--- config.mk ---
export PLATFORM = sky130hd
export DESIGN_NAME = pc_fetch_unit
export DESIGN_NICKNAME = d
export VERILOG_FILES = /design/src/rtl/pc_fetch_unit.sv
export SDC_FILE = /design/constraint.sdc
export NUM_CORES = 1
export LEC_CHECK = 0
export ABC_AREA = 0
export BUFFER_PORTS_ARGS = -buffer_cell sky130_fd_sc_hd__buf_2
export CAP_MARGIN = 20
export CORE_MARGIN = 5
export CORE_UTILIZATION = 55
export CTS_CLUSTER_SIZE = 16
export DETAILED_ROUTE_END_ITERATION = 10
export HOLD_SLACK_MARGIN = 0.02
export PLACE_DENSITY = 0.9
export SLEW_MARGIN = 20
export SYNTH_ARGS = -nofsm -noshare
export SYNTH_HDL_FRONTEND = slang
export SYNTH_SLANG_ARGS = --single-unit
--- constraint.sdc ---
create_clock -name CLK -period 12.48 [get_ports CLK]
set_input_delay 0.624 -clock CLK [delete_from_list [all_inputs] [get_ports CLK]]
set_output_delay 0.624 -clock CLK [all_outputs]
set_load 0.05 [all_outputs]
--- src/rtl/pc_fetch_unit.sv ---
// pc_fetch_unit -- program counter and instruction-fetch stage.
//
// Sits behind the branch/jump unit. Sequences fetches against a busywait
// instruction memory, honours hazard stalls, squashes on redirects and
// drives the IF/ID pipeline register.
//
// Optional feature macro: MISALIGN_TRAP_EN
//   defined   : a redirect to a target with [1:0]!=0 loads TRAP_VECTOR and
//               pulses misalign_trap alongside flush_out.
//   undefined : target bits [1:0] are cleared on load, misalign_trap is 0.
//
// Ports:
//   CLK, RESET                  clock (rising edge), async active-high reset
//   Branch_jump_PC_OUT          redirect target
//   branch_jump_mux_signal      redirect request (same-cycle valid)
//   stall                       hazard stall, holds PC and IF/ID
//   imem_busywait, imem_instr   instruction memory handshake / data
//   imem_read, imem_addr        fetch request (combinational)
//   ifid_pc, ifid_pc_plus4,
//   ifid_instr, ifid_valid      IF/ID pipeline register
//   flush_out                   one-cycle pulse on accepted redirect
//   misalign_trap               one-cycle pulse on misaligned redirect
module pc_fetch_unit #(
  parameter logic [31:0] RESET_VECTOR = 32'h0000_0000,
  parameter logic [31:0] TRAP_VECTOR  = 32'h0000_0100
) (
  input  logic        CLK,
  input  logic        RESET,
  input  logic [31:0] Branch_jump_PC_OUT,
  input  logic        branch_jump_mux_signal,
  input  logic        stall,
  input  logic        imem_busywait,
  input  logic [31:0] imem_instr,
  output logic        imem_read,
  output logic [31:0] imem_addr,
  output logic [31:0] ifid_pc,
  output logic [31:0] ifid_pc_plus4,
  output logic [31:0] ifid_instr,
  output logic        ifid_valid,
  output logic        flush_out,
  output logic        misalign_trap
);

  typedef enum logic {FETCH, DRAIN} state_t;

  state_t      state, state_nxt;
  logic [31:0] pc;
  logic [31:0] drain_addr;
  logic [31:0] tgt;
  logic        tgt_misalign;

`ifdef MISALIGN_TRAP_EN
  assign tgt_misalign = |Branch_jump_PC_OUT[1:0];
  assign tgt          = tgt_misalign ? TRAP_VECTOR : Branch_jump_PC_OUT;
`else
  assign tgt_misalign = 1'b0;
  assign tgt          = {Branch_jump_PC_OUT[31:2], 2'b00};
`endif

  // Both states keep a read outstanding; DRAIN holds the address of the
  // read that was in flight when the redirect arrived so memory sees a
  // stable request until it completes.
  assign imem_read = !RESET;
  assign imem_addr = (state == DRAIN) ? drain_addr : pc;

  always_ff @(posedge CLK or posedge RESET) begin
    if (RESET) state <= FETCH;
    else       state <= state_nxt;
  end

  always_comb begin
    state_nxt = state;
    case (state)
      FETCH: if (branch_jump_mux_signal && imem_busywait) state_nxt = DRAIN;
      // A further redirect keeps us draining; otherwise leave once the
      // stale read completes.
      DRAIN: if (!branch_jump_mux_signal && !imem_busywait) state_nxt = FETCH;
      default: state_nxt = FETCH;
    endcase
  end

  always_ff @(posedge CLK or posedge RESET) begin
    if (RESET) begin
      pc            <= RESET_VECTOR;
      drain_addr    <= 32'h0;
      ifid_pc       <= 32'h0;
      ifid_pc_plus4 <= 32'h0;
      ifid_instr    <= 32'h0;
      ifid_valid    <= 1'b0;
      flush_out     <= 1'b0;
      misalign_trap <= 1'b0;
    end else begin
      flush_out     <= 1'b0;
      misalign_trap <= 1'b0;
      if (branch_jump_mux_signal) begin
        // Redirect beats stall and memory in either state.
        pc            <= tgt;
        ifid_valid    <= 1'b0;
        flush_out     <= 1'b1;
        misalign_trap <= tgt_misalign;
        if (state == FETCH && imem_busywait) drain_addr <= pc;
      end else if (state == FETCH && !stall) begin
        if (!imem_busywait) begin
          ifid_pc       <= pc;
          ifid_pc_plus4 <= pc + 32'd4;
          ifid_instr    <= imem_instr;
          ifid_valid    <= 1'b1;
          pc            <= pc + 32'd4;
        end else begin
          ifid_valid <= 1'b0;
        end
      end
      // Stall in FETCH: everything holds. DRAIN: data is discarded and
      // ifid_valid is already 0 from the redirect.
    end
  end

endmodule

## Word level (Yosys, flattened, before mapping)

Cells that the tools add are included.

- Flip-flop bits (word level): 163
- Input bits: 69
- Output and inout port bits: 132
- Logic and storage cells: 36

- Add/subtract/negate cells: 1
- Equal/unequal tests: 1
- Mux-type cells: 11
- Bitwise gates (word level): 3
- Reductions and logical operators: 12

Operators by type and width:

| operator | number |
|---|---|
| 32-bit two-way mux | 4 |
| 32-bit by 3-bit adder with 32-bit output, second input constant | 1 |
| 1-bit two-way mux | 6 |
| 1-bit logical AND | 4 |
| 1-bit logical NOT | 4 |
| 2-bit AND reduction | 2 |
| 1-bit inverter | 3 |
| 3-bit AND reduction | 1 |
| 2-bit inequality test, second input constant | 1 |
| 1-bit one-hot mux with 2 select lines | 1 |
| 2-bit nonzero test | 1 |

## Longest topological paths before layout

Gate-level depths: netlist of the first run.

- Depth in word-level cells: 4
- Gate-level depth with buffers: 8
- Depth with buffers taken out: 6

## Worst setup path after synthesis of the first run

Ideal clock, no wire load.

- Path kind: input port to output port
- Start: input port RESET
- End: output port imem_read
- Arrival time: 4,092 ps
- Data required time: 11,856 ps
- Path slack: 7,764 ps
- Stages on the path: 1
- Buffers on the path: 0
- Cell sequence: inv_1

- Cells in the longest elaborated chain, start to end: 1

Ends and longest elaborated chain:

| element | line | source |
|---|---|---|
| start, declared | 28 | `input logic RESET,` |
| 1-bit logical NOT (no line) | -- |  |
| end, declared | 34 | `output logic imem_read,` |

No other way between the ends.

## Worst setup path in the final report of the first run

- Start: register pc[14]
- End: register pc[27]

- Cells in the longest elaborated chain, start to end: 4

Ends and longest elaborated chain:

| element | line | source |
|---|---|---|
| start, declared | 47 | `logic [31:0] pc;` |
| start signal, assigned | 97 | `pc <= tgt;` |
| start signal, assigned | 108 | `pc <= pc + 32'd4;` |
| 32-bit by 3-bit adder with 32-bit output | 108 |  |
| 32-bit two-way mux | 103 | `if (!imem_busywait) begin` |
| 32-bit two-way mux | 102 | `end else if (state == FETCH && !stall) begin` |
| 32-bit two-way mux | 95 | `if (branch_jump_mux_signal) begin` |

No other way between the ends. The select of a mux whose other input is x is not followed.
A chain may end at the register's enable or synchronous reset.

==> results of run 1 <==
final timing paths:
| path | cells past startpoint | startpoint | slack [ps] | endpoint |
|---|---|---|---|---|
| max | 5 | pc[14]$_DFFE_PP0P_ | 9760 | pc[27]$_DFFE_PP0P_ |
| min | 2 | RESET | 330 | ifid_instr[30]$_DFFE_PP0P_ |
| max reg2reg | 5 | pc[14]$_DFFE_PP0P_ | 9760 | pc[27]$_DFFE_PP0P_ |
| min reg2reg | 1 | ifid_instr[20]$_DFFE_PP0P_ | 500 | ifid_instr[20]$_DFFE_PP0P_ |
| max in group asynchronous | 3 | RESET | 10770 | drain_addr[14]$_DFFE_PP0P_ |
| min in group CLK | 3 | Branch_jump_PC_OUT[25] | 400 | pc[25]$_DFFE_PP0P_ |
stage by stage:
stage	utilization	hold WS [ps]	total power, mW	std cells	worst slack (ps)
floorplan	-	474	1.20	617	7290
global placement	0.641	481	1.34	925	9740
detailed placement	0.641	487	1.36	925	9740
CTS	0.686	363	1.87	957	9690
global route	0.686	391	1.93	957	9550
finish	0.686	327	1.85	957	9760
critical path: cells and delay by family (launching register included):
family	cells	cell delay, ps
AOI/OAI and AO/OA	1	90
xor gates and xnor gates	1	190
DFF	1	550
and+or+nand+nor	3	1740
logic make-up after synthesis:
| group | count (synthesis) | share of synthesized area |
|---|---|---|
| AOI/OAI and AO/OA | 61 | 0.0427 |
| xor gates and xnor gates | 57 | 0.0698 |
| adders and majority gates | 2 | 0.00315 |
| buffers and inverters | 63 | 0.0430 |
| DFF | 155 | 0.542 |
| muxes | 124 | 0.195 |
| other | 1 | 0.000524 |
| and+or+nand+nor | 148 | 0.103 |
sequential cells by signal, summed over array words and instances, names as in the netlist:
signal	cells
drain_addr	30
flush_out	1
state	1
pc	30
ifid_instr	32
ifid_pc_plus4	30
ifid_pc	30
ifid_valid	1
routing by layer:
layer	GRT usage	up-vias
met3	0.0509	18
met2	0.376	171
met1	0.296	2552
met4	0.0753	0
met5	0	-
li1	-	2401
power by group:
part | switching [mW] | internal (mW) | total, mW
combinational | 0.486 | 0.178 | 0.664
clock | 0.200 | 0.303 | 0.504
sequential | 0.0702 | 0.613 | 0.684
layout make-up:
cell class,instances,area [µm²],share of cell area
Clock buffer,21,460,0.0529
Clock inverter,11,120,0.0138
Inverter,1,8.76,0.00101
Multi-Input combinational cell,399,3010,0.346
Sequential cell,155,3880,0.446
Tap cell,172,215,0.0247
Timing Repair Buffer,198,1010,0.116
cell usage in the layout, fill, tap and decap left out, types with 2 or more instances in the layout:
master      Yosys  layout
buf_2          14     191
dfrtp_1       155     155
mux2_2        123     123
nor2_1         46      45
nand2_1        41      41
a21oi_1        30      30
xnor2_1        29      29
xor2_1         28      28
o21ai_0        23      23
clkbuf_16       0      17
nand3_1        16      16
nand4_1        14      14
o21ai_1         8       8
and4_1          7       7
nor3_2          6       7
conb_1          1       7
buf_4           8       7
and3_1          6       6
clkinvlp_4      0       6
clkinv_2        0       3
nor3_1          3       2
and2_1          2       2
clkbuf_8        0       2
bufinv_16       0       2
clkbuf_1       35       2
==> flow_summary.yaml, run 1 <==
synth:
  synth_area_leaders: "dfrtp_1, mux2_2, xnor2_1, xor2_1, nor2_1"
  yosys_register_bits: 155
  ys_warn_count: 0
  syn_area_per_cell_um2: 11.7
  synth_top_area_share: 0.542
  syn_area_mm2: 0.00715
  synth_flop_cell: "dfrtp_1"
  netlist_instances: 611
  synth_commonest_cells: "dfrtp_1, mux2_2, nor2_1"
  synth.distinct_cells: 33
  synth-edff-count: 0
  yosysSeqAreaShare: 0.542
  synth-async-reset-ratio: 1.00
  netlist.top_cell.by_area: "dfrtp_1"
  synth.most_common_cell: "dfrtp_1"
placement:
  gp_congestion: 0.819
  dpl_cell_area_mm2: 0.00812
  dp_hpwl_mm: 11.3
  port-buffer-count: 191
floorplanning:
  dieArea_mm2: 0.0154
  die_w_um: 124
  ioPinCount: 201
  core_area_mm2: 0.0127
  rows: 41
  initial_utilization: 0.564
  die_y_um: 124
worst_hold_path:
  hold_class: "in2async"
drt:
  via_count: 5142
  topRoutingLayerUsed: "met4"
  routed_wl_mm: 16.8
  wl_met3_mm: 1.20
  firstDrtPassIters: 5
  drc: 0
  ant_nets: 0
  first_iter_violations: 356
  met1Wirelength_mm: 6.75
  route.met2.wl_mm: 8.64
  via_per_inst: 5.37
  wire_per_inst_um: 17.5
layout:
  n_antenna_cell: 0
  fillers: 916
  syn_to_final_growth_pct: 21.6
  fin_nets: 842
  drive_above_1_share: 0.462
  fin_area_mm2: 0.00870
clocking:
  cts_resized: 0
  clock_latency_ps: 420
  h-tree-depth: 4
  clock-sinks: 155
  numCtsBuffers: 17
  cts_tree: "yes"
  clockBufferDepth: 2
  clkTransAtPathRegs_ps: 60
  post_cts_buffers: 0
  cts-hold-fix-buffers: 0
  root_buffer: "clkbuf_16"
sta:
  setup_viol: 0
  slew_viol_final: 0
  layout_min_cycle_time_ps: 2720
  tightest_slew_ps: 911
  final.setup_skew_ps: 10.7
  tns_ps: 0
  max_freq_ghz: 0.368
  slew_headroom: 0.389
  hold_viol: 0
  rsz0062_at_grt: "no"
  fin_crit_sh: 0.218
run:
  drv_cap: 0
global_routing:
  antenna_found_initial: 0
  grt_use_total: 0.227
  overflow: 0
  grt_pass1_vias: 5091
  grt_max_degree: 83
  grt_pass1_wl_mm: 26.8
outcome:
  status: "completed"
worst_setup_path:
  cp-start-kind: "flip-flop"
  cp_slowest_stage_delay_ps: 960
  crit_path_cell_trace: "nand4_1 -> nor4b_1 -> nand3_1 -> xor2_1 -> o21ai_0"
  crit_path_max_fanout: 11
  end_kind: "flip-flop"
  path_class: "reg2reg"
  crit_slowest_cell: "nor4b_1"
  cp.arrival_ps: 3000
  cp.required_ps: 12760
power_and_ir_drop:
  ir_worst_vdd_mv: 0.109
  p_per_area_mw_per_mm2: 213
  power_leakage_nw: 3.93
(Power assumes the default switching activity.)
==> inputs of run 2 (changes only) <==
CORE_UTILIZATION = 47   (was 55)
PLACE_DENSITY = 0.82   (was 0.9)
clock period = 2.3 ns   (was 12.48 ns; I/O delays follow)
==> run 2 against run 1 <==
Die area rose by 16%. Clock power grew to 5.6 times the previous value. Utilization fell by 4.9 points. Final area is 11% higher. Clock skew is essentially flat. Critical path depth up 1. Critical endpoint is now ifid_pc_plus4[28]$_DFFE_PP0P_. Largest power group is now combinational logic.
==> flow_summary.yaml, run 2 (synthesis gave the netlist of run 1 again) <==
outcome:
  status: "completed"
layout:
  n_antenna_cell: 0
  fin_nets: 934
  largest_register: "ifid_instr"
  layout.cells.most_common: "buf_2"
  drive_above_1_share: 0.449
  mostFrequentLayoutCells: "buf_2, dfrtp_1, mux2_2"
  syn_to_final_growth_pct: 34.6
  fin_cells: 1065
  largest_register_ffs: 32
  fillers: 1156
drt:
  ant_nets: 0
  firstDrtPassIters: 7
  via_count: 5537
  via_per_inst: 5.20
  routed_wl_mm: 18.7
  first_iter_violations: 276
  drc: 0
  wire_per_inst_um: 17.5
power_and_ir_drop:
  power.switching_mw: 4.21
  power_frac_clock: 0.273
  power_leakage_nw: 4.35
  ir_worst_vdd_mv: 0.703
  seqPwrFrac: 0.357
  p_per_area_mw_per_mm2: 1070
  swShare: 0.409
  combinationalPowerShare: 0.370
  p_int_mw: 6.07
global_routing:
  antenna_found_initial: 0
  grt_pass1_wl_mm: 30.0
  grt_max_degree: 94
  grt_pass1_vias: 5615
  grt_use_total: 0.212
  overflow: 0
sta:
  final.setup_skew_ps: 10.8
  setup_viol: 0
  slew_viol_final: 0
  max_freq_ghz: 0.461
  tns_ps: 0
  fin_crit_sh: 0.944
  rsz0062_at_grt: "no"
  hold_viol: 0
  slew_headroom: 0.471
  tightest_slew_ps: 794
  layout_min_cycle_time_ps: 2170
  hold-worst-slack_ps: 55.1
floorplanning:
  rows: 45
  die_w_um: 133
  die_y_um: 133
  core_area_mm2: 0.0151
  ioPinCount: 201
  initial_utilization: 0.474
  dieArea_mm2: 0.0178
clocking:
  clock-sinks: 155
  cts_tree: "yes"
  clock_latency_ps: 420
  h-tree-depth: 4
  numCtsBuffers: 17
  cts_resized: 0
  clockBufferDepth: 2
  clkTransAtPathRegs_ps: 60
  root_buffer: "clkbuf_16"
worst_setup_path:
  path_delay_family: "simple AND/OR/NAND/NOR gates"
  path_buf_inv: 0
  cp_slowest_stage_delay_ps: 760
  crit_path_cell_trace: "ha_1 -> nand4_1 -> or4_1 -> nor2_1 -> xnor2_1 -> a21oi_1"
  r2r-end: "ifid_pc_plus4[28]$_DFFE_PP0P_"
  end_kind: "flip-flop"
  cp.arrival_ps: 2460
  crit_slowest_cell: "or4_1"
  cp-start-kind: "flip-flop"
  crit_path_max_fanout: 6
  ff2ff_path_depth: 6
  path_class: "reg2reg"
  cp.required_ps: 2590
  r2r-start: "pc[3]$_DFFE_PP0P_"
  r2r_setup_slack_ps: 130
worst_hold_path:
  min_from: "branch_jump_mux_signal"
  hold_depth: 3
  min_to: "pc[31]$_DFFE_PP0P_"
  hold_class: "in2reg"
run:
  drv_cap: 0
placement:
  gp_congestion: 0.774
  dp_hpwl_mm: 12.1
  dp.cells: 969
  port-buffer-count: 191
## run 2: changes by cell type in the layout (fill, tap and decap cells not counted), sizes merged
cell and delta:
clkinvlp -1, buf +28, dlygate4sd3 +64, clkbuf -2
clkinv +3
## run 2: worst max path at each step
stage / from / to / slack [ps] / depth (start not counted)
3_3_place_gp: pc[3]$_DFFE_PP0P_ / ifid_pc_plus4[30]$_DFFE_PP0P_ / 220 / 6
3_5_place_dp: pc[3]$_DFFE_PP0P_ / ifid_pc_plus4[24]$_DFFE_PP0P_ / 190 / 6
6_report: pc[3]$_DFFE_PP0P_ / ifid_pc_plus4[28]$_DFFE_PP0P_ / 130 / 6
2_1_floorplan: RESET / imem_read / 20 / 1
5_1_grt: pc[3]$_DFFE_PP0P_ / ifid_pc_plus4[24]$_DFFE_PP0P_ / 8 / 6
4_1_cts: pc[3]$_DFFE_PP0P_ / ifid_pc_plus4[24]$_DFFE_PP0P_ / 130 / 6
## run 2: area by class of cell
cell class              count  area (µm²)  share of cell area
clock inverters            13         144              0.0150
inverters                   1        7.51            0.000780
clock buffers              19         453              0.0471
multi-input cells         399        3010               0.312
repair buffers            290        1900               0.197
well taps                 188         235              0.0244
flip-flops and latches    155        3880               0.403
## run 2: repair_timing
action                    CTS  global route
hold endpoints to repair  156             0
buffers inserted            0             0
hold buffers               64             0
## run 2: worst min-delay path: stages
cell	delay, ps
buf_2	160
nand2_1	70
o21ai_0	70
## run 2: power groups by stage
| stage | combinational [mW] | clock [mW] | sequential (mW) |
|---|---|---|---|
| 2_1_floorplan | 1.39 | 0 | 5.14 |
| 3_3_place_gp | 3.67 | 0 | 3.67 |
| 3_5_place_dp | 3.72 | 0 | 3.71 |
| 4_1_cts | 3.82 | 2.84 | 3.66 |
| 5_1_grt | 3.99 | 2.97 | 3.75 |
| 6_report | 3.80 | 2.81 | 3.67 |
## run 2: layer usage
metal / GRT usage / wire, µm / vias to the layer above
li1: - / - / 2597
met1: 0.270 / 7620 / 2744
met2: 0.360 / 9590 / 166
met3: 0.0434 / 1030 / 30
met4: 0.0766 / 431 / 0
met5: 0 / 0 / -
## run 2: through the flow
step / utilization / area (µm²) / setup slack (ps) / power, mW
after detailed placement: 0.556 / 8390 / 188 / 7.43
after global routing: 0.638 / 9620 / 7.57 / 10.7
final: 0.638 / 9620 / 129 / 10.3
after global placement: 0.556 / 8390 / 215 / 7.34
after CTS: 0.638 / 9620 / 128 / 10.3
after floorplan: - / 7180 / 23.4 / 6.53
